### config.mk
export PLATFORM = sky130hd
export DESIGN_NAME = rom_loader
export DESIGN_NICKNAME = d
export VERILOG_FILES = /design/src/rtl/rom_loader_pkg.sv /design/src/rtl/rom_region_decode.sv /design/src/rtl/rom_loader.sv
export SDC_FILE = /design/constraint.sdc
export NUM_CORES = 1
export LEC_CHECK = 0
export CAP_MARGIN = 20
export CORE_MARGIN = 8
export CORE_UTILIZATION = 50
export CTS_CLUSTER_DIAMETER = 30
export CTS_CLUSTER_SIZE = 16
export DETAILED_ROUTE_END_ITERATION = 8
export PLACE_DENSITY = 0.79
export SYNTH_ARGS = -nofsm -noshare
export SYNTH_HDL_FRONTEND = slang
export SYNTH_SLANG_ARGS = --single-unit
export TNS_END_PERCENT = 30
### constraint.sdc
create_clock -name clk_6144 -period 3.1 [get_ports clk_6144]
set_clock_uncertainty 0.1 [all_clocks]
set_input_delay 0.93 -clock clk_6144 [delete_from_list [all_inputs] [get_ports clk_6144]]
set_output_delay 0.93 -clock clk_6144 [all_outputs]
set_load 0.02 [all_outputs]
### src/rtl/rom_loader_pkg.sv
`default_nettype none
// ============================================================================
//  Module      : rom_loader_pkg
//  Description : Shared types and constants for the boot ROM loader: FSM
//                state encoding, destination region enum and the address
//                windows (base/limit, inclusive) of every internal RAM.
//  Revision    : 1.0  initial release
// ============================================================================
package rom_loader_pkg;

    typedef enum logic [1:0] {
        ST_ISSUE = 2'd0,
        ST_WAIT  = 2'd1,
        ST_WRITE = 2'd2,
        ST_DONE  = 2'd3
    } state_t;

    typedef enum logic [3:0] {
        RGN_NONE = 4'd0,
        RGN_BG   = 4'd1,
        RGN_CPU2 = 4'd2,
        RGN_PAL1 = 4'd3,
        RGN_PAL3 = 4'd4,
        RGN_CLUT = 4'd5,
        RGN_WAV  = 4'd6,
        RGN_SPR1 = 4'd7,
        RGN_SPR2 = 4'd8
    } region_t;

    localparam logic [16:0] c_BG_BASE    = 17'h0A000;
    localparam logic [16:0] c_BG_LIMIT   = 17'h0AFFF;
    localparam logic [16:0] c_CPU2_BASE  = 17'h08000;
    localparam logic [16:0] c_CPU2_LIMIT = 17'h09FFF;
    localparam logic [16:0] c_PAL1_BASE  = 17'h0B400;
    localparam logic [16:0] c_PAL1_LIMIT = 17'h0B4FF;
    localparam logic [16:0] c_PAL3_BASE  = 17'h0B000;
    localparam logic [16:0] c_PAL3_LIMIT = 17'h0B3FF;
    localparam logic [16:0] c_CLUT_BASE  = 17'h0B600;
    localparam logic [16:0] c_CLUT_LIMIT = 17'h0B61F;
    localparam logic [16:0] c_WAV_BASE   = 17'h0B500;
    localparam logic [16:0] c_WAV_LIMIT  = 17'h0B5FF;
    localparam logic [16:0] c_SPR1_BASE  = 17'h10000;
    localparam logic [16:0] c_SPR1_LIMIT = 17'h13FFF;
    localparam logic [16:0] c_SPR2_BASE  = 17'h14000;
    localparam logic [16:0] c_SPR2_LIMIT = 17'h17FFF;

    function automatic logic in_window(input logic [16:0] addr,
                                       input logic [16:0] base,
                                       input logic [16:0] limit);
        return (addr >= base) && (addr <= limit);
    endfunction

endpackage
`default_nettype wire

### src/rtl/rom_region_decode.sv
`default_nettype none
// ============================================================================
//  Module      : rom_region_decode
//  Description : Combinational decode of a 17-bit load address into the
//                destination RAM region. Windows do not overlap, so the
//                result is unique; unmapped addresses give RGN_NONE.
//  Ports       : addr   in  17  load address
//                region out  4  decoded region_t
//  Revision    : 1.0  initial release
// ============================================================================
module rom_region_decode
    import rom_loader_pkg::*;
(
    input  logic [16:0] addr,
    output region_t     region
);

    always_comb begin
        region = RGN_NONE;
        if (in_window(addr, c_BG_BASE, c_BG_LIMIT))
            region = RGN_BG;
        else if (in_window(addr, c_CPU2_BASE, c_CPU2_LIMIT))
            region = RGN_CPU2;
        else if (in_window(addr, c_PAL1_BASE, c_PAL1_LIMIT))
            region = RGN_PAL1;
        else if (in_window(addr, c_PAL3_BASE, c_PAL3_LIMIT))
            region = RGN_PAL3;
        else if (in_window(addr, c_CLUT_BASE, c_CLUT_LIMIT))
            region = RGN_CLUT;
        else if (in_window(addr, c_WAV_BASE, c_WAV_LIMIT))
            region = RGN_WAV;
        else if (in_window(addr, c_SPR1_BASE, c_SPR1_LIMIT))
            region = RGN_SPR1;
        else if (in_window(addr, c_SPR2_BASE, c_SPR2_LIMIT))
            region = RGN_SPR2;
    end

endmodule
`default_nettype wire

### src/rtl/rom_loader.sv
`default_nettype none
// ============================================================================
//  Module      : rom_loader
//  Description : Boot-time copier. Walks the external ROM from START_ADDR to
//                END_ADDR one byte at a time (ISSUE, RD_LAT wait cycles,
//                WRITE), forwards each byte to the internal RAM selected by
//                the address region with a one-cycle strobe, and keeps a
//                16-bit running checksum. romtrans_done holds until reset.
//  Ports       : clk_6144      in   1   clock
//                reset         in   1   synchronous active-high reset
//                rom_a         out 19   external ROM address (0 when done)
//                rom_d         in   8   external ROM data
//                dl_addr       out 14   region-local write offset
//                dl_data       out  8   write data
//                we_*          out  1   per-RAM write strobes (one-hot)
//                romtrans_done out  1   copy complete
//                checksum      out 16   sum of all bytes read, mod 2^16
//  Revision    : 1.0  initial release
// ============================================================================
module rom_loader
    import rom_loader_pkg::*;
#(
    parameter int unsigned RD_LAT     = 1,
    parameter logic [16:0] END_ADDR   = 17'h1FFFF,
    // Address loaded on reset; 0 for the real boot sequence.
    parameter logic [16:0] START_ADDR = 17'h00000
) (
    input  logic        clk_6144,
    input  logic        reset,
    output logic [18:0] rom_a,
    input  logic [7:0]  rom_d,
    output logic [13:0] dl_addr,
    output logic [7:0]  dl_data,
    output logic        we_bg,
    output logic        we_cpu2,
    output logic        we_palrom1,
    output logic        we_palrom3,
    output logic        we_clut,
    output logic        we_wavrom,
    output logic        we_spr1,
    output logic        we_spr2,
    output logic        romtrans_done,
    output logic [15:0] checksum
);

    localparam bit          c_HAS_WAIT  = (RD_LAT != 0);
    localparam int          c_LAT_M1    = (RD_LAT > 0) ? int'(RD_LAT) - 1 : 0;
    localparam logic [2:0]  c_WAIT_LAST = 3'(c_LAT_M1);

    state_t      r_state;
    state_t      w_state_nxt;
    logic [16:0] r_addr;
    logic [2:0]  r_wait_cnt;
    logic [13:0] r_dl_addr;
    logic [7:0]  r_dl_data;
    logic [15:0] r_checksum;
    // Region of the byte written last cycle; RGN_NONE means no strobe.
    region_t     r_region;
    region_t     w_region;
    logic        w_wait_done;
    logic        w_last_byte;

    rom_region_decode u_decode (
        .addr   (r_addr),
        .region (w_region)
    );

    assign w_wait_done = (r_wait_cnt == c_WAIT_LAST);
    assign w_last_byte = (r_addr == END_ADDR);

    always_comb begin
        w_state_nxt = r_state;
        case (r_state)
            ST_ISSUE: w_state_nxt = c_HAS_WAIT ? ST_WAIT : ST_WRITE;
            ST_WAIT:  if (w_wait_done) w_state_nxt = ST_WRITE;
            ST_WRITE: w_state_nxt = w_last_byte ? ST_DONE : ST_ISSUE;
            default:  w_state_nxt = ST_DONE;
        endcase
    end

    always_ff @(posedge clk_6144) begin
        if (reset) begin
            r_state    <= ST_ISSUE;
            r_addr     <= START_ADDR;
            r_wait_cnt <= 3'd0;
            r_dl_addr  <= 14'd0;
            r_dl_data  <= 8'd0;
            r_checksum <= 16'd0;
            r_region   <= RGN_NONE;
        end else begin
            r_state  <= w_state_nxt;
            r_region <= RGN_NONE;
            case (r_state)
                ST_WAIT: r_wait_cnt <= w_wait_done ? 3'd0 : r_wait_cnt + 3'd1;
                ST_WRITE: begin
                    r_dl_data  <= rom_d;
                    r_dl_addr  <= r_addr[13:0];
                    r_checksum <= r_checksum + {8'h00, rom_d};
                    r_region   <= w_region;
                    // Address stops at END_ADDR so it can never wrap.
                    if (!w_last_byte)
                        r_addr <= r_addr + 17'd1;
                end
                default: ;
            endcase
        end
    end

    // The strobe for the final byte, if it falls in a region, lands in the
    // first DONE cycle; with the default END_ADDR it is unmapped.
    assign rom_a         = (r_state == ST_DONE) ? 19'd0 : {2'b00, r_addr};
    assign dl_addr       = r_dl_addr;
    assign dl_data       = r_dl_data;
    assign checksum      = r_checksum;
    assign romtrans_done = (r_state == ST_DONE);

    assign we_bg      = (r_region == RGN_BG);
    assign we_cpu2    = (r_region == RGN_CPU2);
    assign we_palrom1 = (r_region == RGN_PAL1);
    assign we_palrom3 = (r_region == RGN_PAL3);
    assign we_clut    = (r_region == RGN_CLUT);
    assign we_wavrom  = (r_region == RGN_WAV);
    assign we_spr1    = (r_region == RGN_SPR1);
    assign we_spr2    = (r_region == RGN_SPR2);

endmodule
`default_nettype wire

==> impl_metrics.yaml <==
status:
  status: "completed"
clock_tree:
  clkLatencyLatePin_ns: 0.34
  cts.path.max_buffers: 2
  postCtsResizedCells: 0
  cts_tree: "yes"
  cts-root-buf: "clkbuf_8"
  cts_max_level: 3
  clk_pin_slew_ns: 0.06
  post_cts_buffers: 0
  hold_buffers: 0
  cts_inserted_buffers: 9
  cts_sinks: 64
global_routing:
  grt_pass1_vias: 3093
  grt_overflow_total: 0
  grt_max_degree: 38
  track_usage_pct: 18.4
  antenna_found_initial: 0
  grt_pass1_wl_mm: 14.8
setup_path:
  cp-end-kind: "flip-flop"
  critPathMaxFanout: 3
  crit_required_ns: 3.23
  rr_endpoint: "r_addr[7]$_SDFFE_PP0P_"
  r2r_slack_ns: 0.49
  reg2reg_depth: 10
  crit_path_start: "rom_d[0]"
  reg2reg_from: "r_addr[9]$_SDFFE_PP0P_"
  worstSetupPathType: "primary input to flip-flop"
  crit_path_end: "checksum[10]$_SDFFE_PP0P_"
  start_kind: "primary input"
  arrival_ns: 3.12
pwr:
  swShare_pct: 27.3
  intPower_uw: 1260
  power_per_cell_area_nw_per_um2: 391
  p_comb_share_pct: 13.6
  ir_drop_mv: 0.253
  p_switching_uw: 472
  clkPwrFrac_pct: 35.7
  p_seq_share_pct: 50.8
  power.leakage_uw: 0.00158
sta:
  max_freq_mhz: 334
  rsz0062_at_grt: "no"
  hold_violations: 0
  slew_viol_final: 0
  tns_ns: 0
  worstMarginPinSlew_ns: 0.627
  setup_viol: 0
  finalCriticalPeriod_ns: 3.00
  whs_ns: 0.355
  post-route-period-util_pct: 96.7
  relSlewSlack_pct: 58.2
yosys:
  synth_edf_count: 0
  synthSimpleGateAreaFrac_pct: 30.9
  synth_top_area_cell: "dfxtp_1"
  yosys_most_used_dff: "dfxtp_1"
  ys.warnings.count: 0
  async_reset_ff_share_pct: 0
  synth_cells: 433
  synth_compound_area_share_pct: 15.7
  muxShareOfSynthArea_pct: 1.60
  synth.most_common_cell: "nand2_1"
  synth_top_area_share_pct: 37.2
  synth_cell_types: 59
  synth_top_family_by_area: "simple AND/OR/NAND/NOR gates"
  synth.area.top_cells: "dfxtp_1, nand2_1, a21oi_1"
  synthAdderAreaFrac_pct: 5.30
  synthTopCellsByCount: "nand2_1, dfxtp_1, a21oi_1"
  synth-xor-area-share_pct: 3.30
  synth_seq_cells: 64
  postSynthAreaPerCell_um2: 7.96
  yosysSeqAreaShare_pct: 37.2
  synth_area_um2: 3450
floorplanning:
  rows: 30
  core-area_um2: 6720
  start_util_pct: 51.3
  fp.dieW_um: 99.0
  die_h_um: 99.0
  die-area_um2: 9800
  io_pins: 76
routing:
  drc: 0
  drtIter0Drc: 157
  viasPerCell: 5.58
  dr.pass1.iters: 5
  wl_per_cell_um: 15.0
  num_vias: 3307
  routed_wl_mm: 8.92
  drtAntennaViolNets: 0
final_layout:
  num-fill-cells: 556
  instances_no_fill: 593
  drive_gt1_share_pct: 10.3
  area_delta_synth_final_pct: 28.4
  final_nets: 532
  fin_util_pct: 65.8
  antennaDiodeCount: 0
placed_design:
  place_inst: 577
  port_buffers: 73
  place.detailed.hpwl_mm: 6.53
  gp_congestion: 0.898
hold_path:
  hp-class: "flip-flop to flip-flop"
  min_path_cells: 2
job:
  max_cap_violations: 0
-- worst min-delay path by stage --
stage | from | endpoint
3_5_place_dp | dl_addr[6]$_SDFFE_PP0P_ | dl_addr[6]$_SDFFE_PP0P_
6_report | dl_data[1]$_SDFFE_PP0P_ | dl_data[1]$_SDFFE_PP0P_
5_1_grt | dl_addr[13]$_SDFFE_PP0P_ | dl_addr[13]$_SDFFE_PP0P_
2_1_floorplan | r_addr[1]$_SDFFE_PP0P_ | dl_addr[1]$_SDFFE_PP0P_
4_1_cts | dl_data[1]$_SDFFE_PP0P_ | dl_data[1]$_SDFFE_PP0P_
3_3_place_gp | dl_addr[1]$_SDFFE_PP0P_ | dl_addr[1]$_SDFFE_PP0P_
-- power groups by stage --
stage	Sequential [uW]	Combinational, uW	Clock, uW
5_1_grt	881	257	667
2_1_floorplan	900	129	0
4_1_cts	876	236	630
3_5_place_dp	894	234	0
6_report	877	234	616
3_3_place_gp	893	229	0
-- cells in the final DEF (no fill, tap or decap), types with 12 or more instances in the layout --
master	n
a21oi_1	41
and2_1	16
buf_4	18
clkdlybuf4s50_1	72
dfxtp_1	64
ha_1	13
inv_1	12
nand2_1	66
nand3_1	17
nor2_1	39
o21ai_0	19
-- through the flow --
stage | cell area (um2) | total power [uW] | worst slack (ns)
5_1_grt | 4420 | 1800 | 0.0430
3_3_place_gp | 4260 | 1120 | -0.204
6_report | 4420 | 1730 | 0.104
4_1_cts | 4420 | 1740 | 0.0750
3_5_place_dp | 4260 | 1130 | -0.286
2_1_floorplan | 3450 | 1030 | 0.322
-- cell type report --
class	count	area [um2]	share of cell area, %
tap	80	100	2.26
inverter	12	45.0	1.02
timing repair buffer	91	861	19.5
clock buffer	12	145	3.28
sequential	64	1280	29.0
clock inverter	4	20.0	0.452
multi-input combinational	330	1970	44.6
-- state kept, by name, indices dropped and copies added (netlist names) --
| register | count |
|---|---|
| r_addr | 17 |
| checksum | 16 |
| dl_addr | 14 |
| dl_data | 8 |
| r_region | 4 |
| r_wait_cnt | 3 |
| r_state | 2 |
-- critical path, stage by stage --
cell	delay, ns
clkdlybuf4s50_1	0.48
ha_1	0.17
inv_1	0.06
fa_1	0.38
nand2b_1	0.18
a21oi_1	0.20
o21ai_1	0.16
o21ai_0	0.22
mux2_2	0.35
-- layer usage --
layer	vias up	share of wire, %	GRT usage (%)
met3	23	6.0	4.79
met4	0	2.6	8.38
li1	1645	-	-
met2	113	48	31.3
met5	-	0	0
met1	1526	43	21.1
-- logic make-up after synthesis --
kind of cell / Yosys count
buf+inv: 40
fa+ha+maj: 14
compound gates: 88
mux: 5
other cells: 1
xor+xnor: 13
simple gates: 208
flops: 64
No activity file was read; power rests on OpenSTA's default activity.
